`src/rtl/spi_pkg.sv`:
```
// Shared types and constants for the SPI mode 0 master.
package spi_pkg;

  typedef enum logic [3:0] {
    StIdle,
    StFetch,
    StLoad,
    StCsSetup,
    StSclkLow,
    StSclkHigh,
    StPush,
    StGap,
    StCsHold,
    StCsHigh
  } spi_master_state_t;

  localparam bit CPOL = 1'b0;
  localparam bit CPHA = 1'b0;

  // Bit counter must hold the value WIDTH itself.
  function automatic int unsigned cnt_width(int unsigned width);
    return $clog2(width) + 1;
  endfunction

endpackage

```
`src/rtl/spi_master_fifo_fifo.sv`:
```
// Synchronous FIFO with count-based flags; read data is either registered on pop
// or a combinational view of the head entry.
module spi_master_fifo_fifo #(
  parameter int unsigned Width     = 8,
  parameter int unsigned Depth     = 8,
  parameter bit          ShowAhead = 1'b0
) (
  input  logic             clk,
  input  logic             rst_n,
  input  logic             write_en,
  input  logic [Width-1:0] write_data,
  input  logic             read_en,
  output logic [Width-1:0] read_data,
  output logic             full,
  output logic             empty
);

  localparam int unsigned AddrW = (Depth > 1) ? $clog2(Depth) : 1;
  localparam int unsigned CntW  = $clog2(Depth + 1);

  logic [Width-1:0] mem_q [Depth];
  logic [AddrW-1:0] wr_ptr_q, rd_ptr_q;
  logic [CntW-1:0]  count_q;
  logic             do_write, do_read;

  assign full     = (count_q == CntW'(Depth));
  assign empty    = (count_q == '0);
  assign do_write = write_en && !full;
  assign do_read  = read_en && !empty;

  function automatic logic [AddrW-1:0] ptr_inc(logic [AddrW-1:0] ptr);
    return (ptr == AddrW'(Depth - 1)) ? '0 : ptr + AddrW'(1);
  endfunction

  always_ff @(posedge clk) begin
    if (do_write) begin
      mem_q[wr_ptr_q] <= write_data;
    end
  end

  always_ff @(posedge clk or negedge rst_n) begin
    if (!rst_n) begin
      wr_ptr_q <= '0;
      rd_ptr_q <= '0;
      count_q  <= '0;
    end else begin
      if (do_write) wr_ptr_q <= ptr_inc(wr_ptr_q);
      if (do_read)  rd_ptr_q <= ptr_inc(rd_ptr_q);
      if (do_write && !do_read) begin
        count_q <= count_q + CntW'(1);
      end else if (do_read && !do_write) begin
        count_q <= count_q - CntW'(1);
      end
    end
  end

  if (ShowAhead) begin : g_show_ahead
    assign read_data = mem_q[rd_ptr_q];
  end else begin : g_registered
    logic [Width-1:0] rdata_q;
    always_ff @(posedge clk or negedge rst_n) begin
      if (!rst_n) begin
        rdata_q <= '0;
      end else if (do_read) begin
        rdata_q <= mem_q[rd_ptr_q];
      end
    end
    assign read_data = rdata_q;
  end

endmodule

```
`src/rtl/spi_master_fifo.sv`:
```
// SPI mode 0 master: TX FIFO words shifted out MSB-first, MISO words collected into
// an RX FIFO; queued words stream back-to-back under one CS_n assertion.
module spi_master_fifo
  import spi_pkg::*;
#(
  parameter int unsigned WIDTH       = 8,
  parameter int unsigned TxFIFODepth = 8,
  parameter int unsigned RxFIFODepth = 8,
  parameter int unsigned CLK_DIV     = 4
) (
  input  logic             clk,
  input  logic             rst_n,
  output logic             CS_n,
  output logic             SCLK,
  output logic             MOSI,
  input  logic             MISO,
  input  logic [WIDTH-1:0] TXdata,
  input  logic             writeEn,
  output logic             TXFIFOfull,
  output logic             TXFIFOempty,
  output logic [WIDTH-1:0] RXdata,
  input  logic             readEn,
  output logic             RXFIFOfull,
  output logic             RXFIFOempty,
  output logic             busy
);

  localparam int unsigned CntW = cnt_width(WIDTH);
  localparam int unsigned DivW = $clog2(CLK_DIV);

  spi_master_state_t state_q, state_d;
  logic [DivW-1:0]  div_q, div_d;
  logic [CntW-1:0]  bit_cnt_q, bit_cnt_d;
  logic [WIDTH-1:0] tx_shift_q, tx_shift_d;
  logic [WIDTH-1:0] rx_shift_q, rx_shift_d;
  logic             cs_n_q, cs_n_d;
  logic             sclk_q, sclk_d;
  logic             tx_rd_en, rx_wr_en, div_done, can_start;
  logic [WIDTH-1:0] tx_rdata;

  spi_master_fifo_fifo #(
    .Width     (WIDTH),
    .Depth     (TxFIFODepth),
    .ShowAhead (1'b0)
  ) u_tx_fifo (
    .clk        (clk),
    .rst_n      (rst_n),
    .write_en   (writeEn),
    .write_data (TXdata),
    .read_en    (tx_rd_en),
    .read_data  (tx_rdata),
    .full       (TXFIFOfull),
    .empty      (TXFIFOempty)
  );

  spi_master_fifo_fifo #(
    .Width     (WIDTH),
    .Depth     (RxFIFODepth),
    .ShowAhead (1'b1)
  ) u_rx_fifo (
    .clk        (clk),
    .rst_n      (rst_n),
    .write_en   (rx_wr_en),
    .write_data (rx_shift_q),
    .read_en    (readEn),
    .read_data  (RXdata),
    .full       (RXFIFOfull),
    .empty      (RXFIFOempty)
  );

  assign div_done  = (div_q == DivW'(CLK_DIV - 1));
  assign can_start = !TXFIFOempty && !RXFIFOfull;

  always_comb begin
    state_d    = state_q;
    div_d      = div_q;
    bit_cnt_d  = bit_cnt_q;
    tx_shift_d = tx_shift_q;
    rx_shift_d = rx_shift_q;
    cs_n_d     = cs_n_q;
    sclk_d     = sclk_q;
    tx_rd_en   = 1'b0;
    rx_wr_en   = 1'b0;

    unique case (state_q)
      StIdle: begin
        if (can_start) begin
          tx_rd_en = 1'b1;
          state_d  = StFetch;
        end
      end
      StFetch: state_d = StLoad;
      StLoad: begin
        tx_shift_d = tx_rdata;
        bit_cnt_d  = CntW'(WIDTH);
        if (cs_n_q) begin
          cs_n_d  = 1'b0;
          div_d   = '0;
          state_d = StCsSetup;
        end else begin
          // Chained word: PUSH/GAP/FETCH/LOAD already held SCLK low, so trim this
          // phase by one to keep the inter-word low gap at CLK_DIV+3.
          div_d   = DivW'(1);
          state_d = StSclkLow;
        end
      end
      StCsSetup: begin
        if (div_done) begin
          div_d   = '0;
          state_d = StSclkLow;
        end else begin
          div_d = div_q + DivW'(1);
        end
      end
      StSclkLow: begin
        if (div_done) begin
          div_d      = '0;
          sclk_d     = 1'b1;
          rx_shift_d = {rx_shift_q[WIDTH-2:0], MISO};
          state_d    = StSclkHigh;
        end else begin
          div_d = div_q + DivW'(1);
        end
      end
      StSclkHigh: begin
        if (div_done) begin
          div_d      = '0;
          sclk_d     = 1'b0;
          tx_shift_d = {tx_shift_q[WIDTH-2:0], 1'b0};
          bit_cnt_d  = bit_cnt_q - CntW'(1);
          state_d    = (bit_cnt_q == CntW'(1)) ? StPush : StSclkLow;
        end else begin
          div_d = div_q + DivW'(1);
        end
      end
      StPush: begin
        rx_wr_en = 1'b1;
        state_d  = StGap;
      end
      StGap: begin
        if (can_start) begin
          tx_rd_en = 1'b1;
          state_d  = StFetch;
        end else begin
          div_d   = '0;
          state_d = StCsHold;
        end
      end
      StCsHold: begin
        if (div_done) begin
          div_d   = '0;
          cs_n_d  = 1'b1;
          state_d = StCsHigh;
        end else begin
          div_d = div_q + DivW'(1);
        end
      end
      StCsHigh: begin
        if (div_done) begin
          div_d   = '0;
          state_d = StIdle;
        end else begin
          div_d = div_q + DivW'(1);
        end
      end
      default: state_d = StIdle;
    endcase
  end

  always_ff @(posedge clk or negedge rst_n) begin
    if (!rst_n) begin
      state_q    <= StIdle;
      div_q      <= '0;
      bit_cnt_q  <= '0;
      tx_shift_q <= '0;
      rx_shift_q <= '0;
      cs_n_q     <= 1'b1;
      sclk_q     <= CPOL;
    end else begin
      state_q    <= state_d;
      div_q      <= div_d;
      bit_cnt_q  <= bit_cnt_d;
      tx_shift_q <= tx_shift_d;
      rx_shift_q <= rx_shift_d;
      cs_n_q     <= cs_n_d;
      sclk_q     <= sclk_d;
    end
  end

  assign CS_n = cs_n_q;
  assign SCLK = sclk_q;
  assign MOSI = tx_shift_q[WIDTH-1];
  assign busy = (state_q != StIdle);

endmodule

```
`config.mk`:
```
export PLATFORM = sky130hd
export DESIGN_NAME = spi_master_fifo
export DESIGN_NICKNAME = d
export VERILOG_FILES = /design/src/rtl/spi_pkg.sv /design/src/rtl/spi_master_fifo_fifo.sv /design/src/rtl/spi_master_fifo.sv
export SDC_FILE = /design/constraint.sdc
export NUM_CORES = 1
export LEC_CHECK = 0
export CAP_MARGIN = 20
export CORE_ASPECT_RATIO = 0.7
export CORE_MARGIN = 2
export CORE_UTILIZATION = 65
export DETAILED_ROUTE_END_ITERATION = 8
export PLACE_DENSITY_LB_ADDON = 0.25
export SKIP_CTS_REPAIR_TIMING = 1
export SYNTH_ARGS = -nofsm -noshare
export SYNTH_HDL_FRONTEND = slang
export SYNTH_SLANG_ARGS = --single-unit
```
`constraint.sdc`:
```
create_clock -name clk -period 6.5 [get_ports clk]
set_clock_uncertainty 0.1 [all_clocks]
set_input_delay 1.3 -clock clk [delete_from_list [all_inputs] [get_ports clk]]
set_output_delay 1.3 -clock clk [all_outputs]
set_load 0.03 [all_outputs]
```
==> flow_summary.rst <==
.. list-table::
   :header-rows: 1

   * - Metric
     - Value
   * - Combinational cell fraction of total power
     - 0.328
   * - Clock sink count
     - 184
   * - Vert. Die Dim
     - 96.4 um
   * - Area of the placeable core
     - 11,800 sq um
   * - Placed Area
     - 8340 sq um
   * - Wire length reported by the detailed router
     - 15.1 mm
   * - Net Count, Synth
     - 520
   * - Flip-flop and latch count after synthesis
     - 184
   * - Tightest Hold Check Type
     - reg2reg
   * - Final setup violation count
     - 0
   * - Post-synthesis cell type count
     - 53
   * - Required time of the critical path
     - 5.10 ns
   * - Antenna fix cells
     - 0
   * - Syn Inst Count
     - 488
   * - Share of synthesized registers carrying an async set or reset
     - 0.304
   * - Die Footprint
     - 13,100 sq um
   * - Outcome
     - finished, final reports clean
   * - Number of max-cap violations
     - 0
   * - Total via count in the routed design
     - 4,346
   * - Number of buffers on the longest clock path
     - 2
   * - Number of buffers created by CTS
     - 17
   * - Number of buffers added on ports
     - 28
   * - Clock input transition at the sequential cells of the worst setup and hold paths
     - 0.07 ns
   * - Unrepaired setup endpoints after global routing
     - no
   * - Vias in the first global route
     - 4,313
   * - Setup TNS Final
     - 0 ns
   * - Number of warnings issued by yosys
     - 0
   * - Antenna-violating nets left
     - 0
   * - FP Rows
     - 33
   * - Relative slew slack
     - 0.328
   * - Internal power of the cells
     - 2880 uW
   * - Final estimated routing congestion in global placement
     - 0.789
   * - Post-route design area
     - 9010 sq um
   * - Latest clock arrival within the worst-skew pair
     - 0.43 ns
   * - Initial Utilization
     - 0.672
   * - Final worst-path cycle share
     - 0.614
   * - Avg Synthesized Cell Area
     - 16.3 sq um
   * - Largest net degree at the start of global routing
     - 57
   * - Sequential fraction of design power
     - 0.426
   * - First-pass GRT wire length
     - 23.7 mm
   * - Switching share of power
     - 0.325
   * - Post-DR vias/cell
     - 6.27
   * - Sequential fraction of the synthesis area
     - 0.661
   * - Boundary Pins
     - 29
   * - Area delta synth->final
     - 13.6%
   * - Placement-stage worst setup slack
     - 2.49 ns
   * - Leakage power figure
     - 0.00333 uW
   * - Fin. max-slew vios
     - 0
   * - Antenna violations before repair
     - 0
   * - Htree depth
     - 4
   * - Primary FF master, synth
     - sky130_fd_sc_hd__edfxtp_1
   * - Worst Path Max Fanout
     - 18
   * - Count of flip-flops with a built-in enable after synthesis
     - 128
   * - Final-stage net count
     - 555
   * - Total gr overflow
     - 0
   * - Crit path launch type
     - flop
   * - Final Hold Vio Count
     - 0
   * - First-pass iteration count of the detailed router
     - 4
   * - Min Tclk post-route
     - 3.99 ns
   * - Iteration-0 DRC count of the detailed router
     - 343
   * - Net switching power of the design
     - 1390 uW
   * - Die boundary width
     - 136 um
   * - PwrDens
     - 473 nW/um^2
   * - Post-DP HPWL
     - 9.22 mm
   * - Residual DRC count
     - 0
   * - Overall fraction of global-route tracks in use
     - 0.253
   * - Routed wire length per instance
     - 21.8 um
   * - Kind of critical path
     - reg2out
   * - Critical path arrival
     - 2.59 ns
   * - Maximum vdd drop
     - 0.285 mV
   * - Crit. End Element
     - output pin
   * - Clock root buffer
     - sky130_fd_sc_hd__clkbuf_16
   * - CTS tree
     - done
   * - Maximum clock frequency
     - 0.251 GHz
   * - Post-route setup slack
     - 2.51 ns
   * - Synthesized area
     - 7930 sq um
   * - Layout cell share with drive strength beyond 1
     - 0.211
   * - Actual slew at the worst max-slew pin
     - 1.00 ns
   * - Part of the total power dissipated in the clock network
     - 0.246
cell usage after synthesis, drive strengths merged, types with 2 or more instances:
cell type	n	area share
nand3	5	0.0032
a31oi	3	0.0024
o21ai	20	0.013
a211o	2	0.0022
a21oi	13	0.0087
fa	2	0.0050
buf	12	0.011
clkbuf	11	0.0052
nor3	14	0.0095
mux2i	9	0.011
nor2	30	0.014
a21o	6	0.0057
nand2b	12	0.0095
or2	2	0.0016
xnor2	7	0.0077
dfrtp	55	0.17
mux4	32	0.095
and2	2	0.0016
mux2	40	0.061
nand2	25	0.012
nor2b	3	0.0024
and3	2	0.0016
nor4	4	0.0039
xor2	2	0.0022
edfxtp	128	0.48
o31ai	3	0.0028
inv	12	0.0057
ha	17	0.027
stage by stage:
step                      power (uW)  hold WS (ns)   util  cells
after detailed placement        3150         0.377  0.706    658
after floorplan                 2790         0.350      -    488
final                           4260         0.407  0.763    693
after global placement          3070         0.377  0.706    658
after CTS                       4220         0.408  0.758    690
after global routing            4480         0.428  0.763    693
cell type report:
type | instances | area [sq um]
flip-flops and latches | 184 | 5250
fillers | 636 | 2800
multi-input cells | 269 | 2510
clock buffers | 22 | 464
repair buffers | 39 | 402
well taps | 157 | 196
clock inverters | 10 | 144
inverters | 12 | 45.0
path summary, 6_finish.rpt:
| check | start | slack [ns] | end | depth (start not counted) |
|---|---|---|---|---|
| max in group asynchronous | rst_n | 4.90 | u_tx_fifo.count_q[2] | 2 |
| max | u_rx_fifo.rd_ptr_q[1] | 2.51 | RXdata[2] | 3 |
| min | u_rx_fifo.count_q[3] | 0.41 | u_rx_fifo.count_q[3] | 1 |
| min in group asynchronous | rst_n | 0.90 | u_rx_fifo.count_q[1] | 2 |
| max reg2reg | u_rx_fifo.count_q[0] | 3.19 | u_rx_fifo.count_q[3] | 10 |
| min reg2reg | u_rx_fifo.count_q[3] | 0.41 | u_rx_fifo.count_q[3] | 1 |
critical path: stages (launching register included):
cell                              delay [ns]
sky130_fd_sc_hd__dfrtp_1                0.87
sky130_fd_sc_hd__mux4_2                 0.42
sky130_fd_sc_hd__mux2_2                 0.27
sky130_fd_sc_hd__clkdlybuf4s50_1        0.59
power groups by stage:
stage / logic (uW) / registers, uW / clock network [uW]
finish: 1400 / 1820 / 1050
global route: 1530 / 1850 / 1110
CTS: 1310 / 1860 / 1050
detailed placement: 1280 / 1870 / 0
global placement: 1230 / 1840 / 0
floorplan: 1130 / 1670 / 0
cells in the final DEF, fill, tap and decap left out, types with 2 or more instances in the layout:
cell	count
sky130_fd_sc_hd__a211o_1	2
sky130_fd_sc_hd__a21o_1	6
sky130_fd_sc_hd__a21oi_1	12
sky130_fd_sc_hd__a31oi_1	3
sky130_fd_sc_hd__and2_1	2
sky130_fd_sc_hd__and3_1	2
sky130_fd_sc_hd__buf_16	2
sky130_fd_sc_hd__buf_4	8
sky130_fd_sc_hd__bufinv_16	3
sky130_fd_sc_hd__clkbuf_1	3
sky130_fd_sc_hd__clkbuf_16	17
sky130_fd_sc_hd__clkbuf_8	2
sky130_fd_sc_hd__clkdlybuf4s50_1	27
sky130_fd_sc_hd__clkinv_4	3
sky130_fd_sc_hd__clkinvlp_4	2
sky130_fd_sc_hd__dfrtp_1	55
sky130_fd_sc_hd__edfxtp_1	128
sky130_fd_sc_hd__fa_1	2
sky130_fd_sc_hd__ha_1	17
sky130_fd_sc_hd__inv_1	11
sky130_fd_sc_hd__mux2_2	32
sky130_fd_sc_hd__mux2_4	8
sky130_fd_sc_hd__mux2i_1	9
sky130_fd_sc_hd__mux4_1	8
sky130_fd_sc_hd__mux4_2	24
sky130_fd_sc_hd__nand2_1	25
sky130_fd_sc_hd__nand2b_1	12
sky130_fd_sc_hd__nand3_1	5
sky130_fd_sc_hd__nor2_1	30
sky130_fd_sc_hd__nor2b_1	3
sky130_fd_sc_hd__nor3_1	13
sky130_fd_sc_hd__nor4_1	3
sky130_fd_sc_hd__o21ai_0	20
sky130_fd_sc_hd__o31ai_1	3
sky130_fd_sc_hd__xnor2_1	7
sky130_fd_sc_hd__xor2_1	2
sequential cells by signal, indices dropped and copies added (netlist names):
name,cells
CS_n,1
SCLK,1
bit_cnt_q,4
div_q,2
rx_shift_q,8
state_q,4
tx_shift_q,8
u_rx_fifo.count_q,4
u_rx_fifo.mem_q,64
u_rx_fifo.rd_ptr_q,3
u_rx_fifo.wr_ptr_q,3
u_tx_fifo.count_q,4
u_tx_fifo.mem_q,64
u_tx_fifo.rd_ptr_q,3
u_tx_fifo.read_data,8
u_tx_fifo.wr_ptr_q,3
metal layers:
| metal | wire [um] | vias to the layer above | track usage |
|---|---|---|---|
| met5 | 0 | - | 0 |
| met4 | 218 | 0 | 0.0851 |
| met3 | 989 | 21 | 0.0647 |
| met2 | 7230 | 163 | 0.387 |
| met1 | 6700 | 2209 | 0.364 |
| li1 | - | 1953 | - |
cell families after synthesis:
family | share of synthesized area
compound gates | 0.0426
flops | 0.661
buf+inv | 0.0216
mux | 0.167
simple gates | 0.0661
xor+xnor | 0.00994
fa+ha+maj | 0.0319
(Power assumes the default switching activity.)
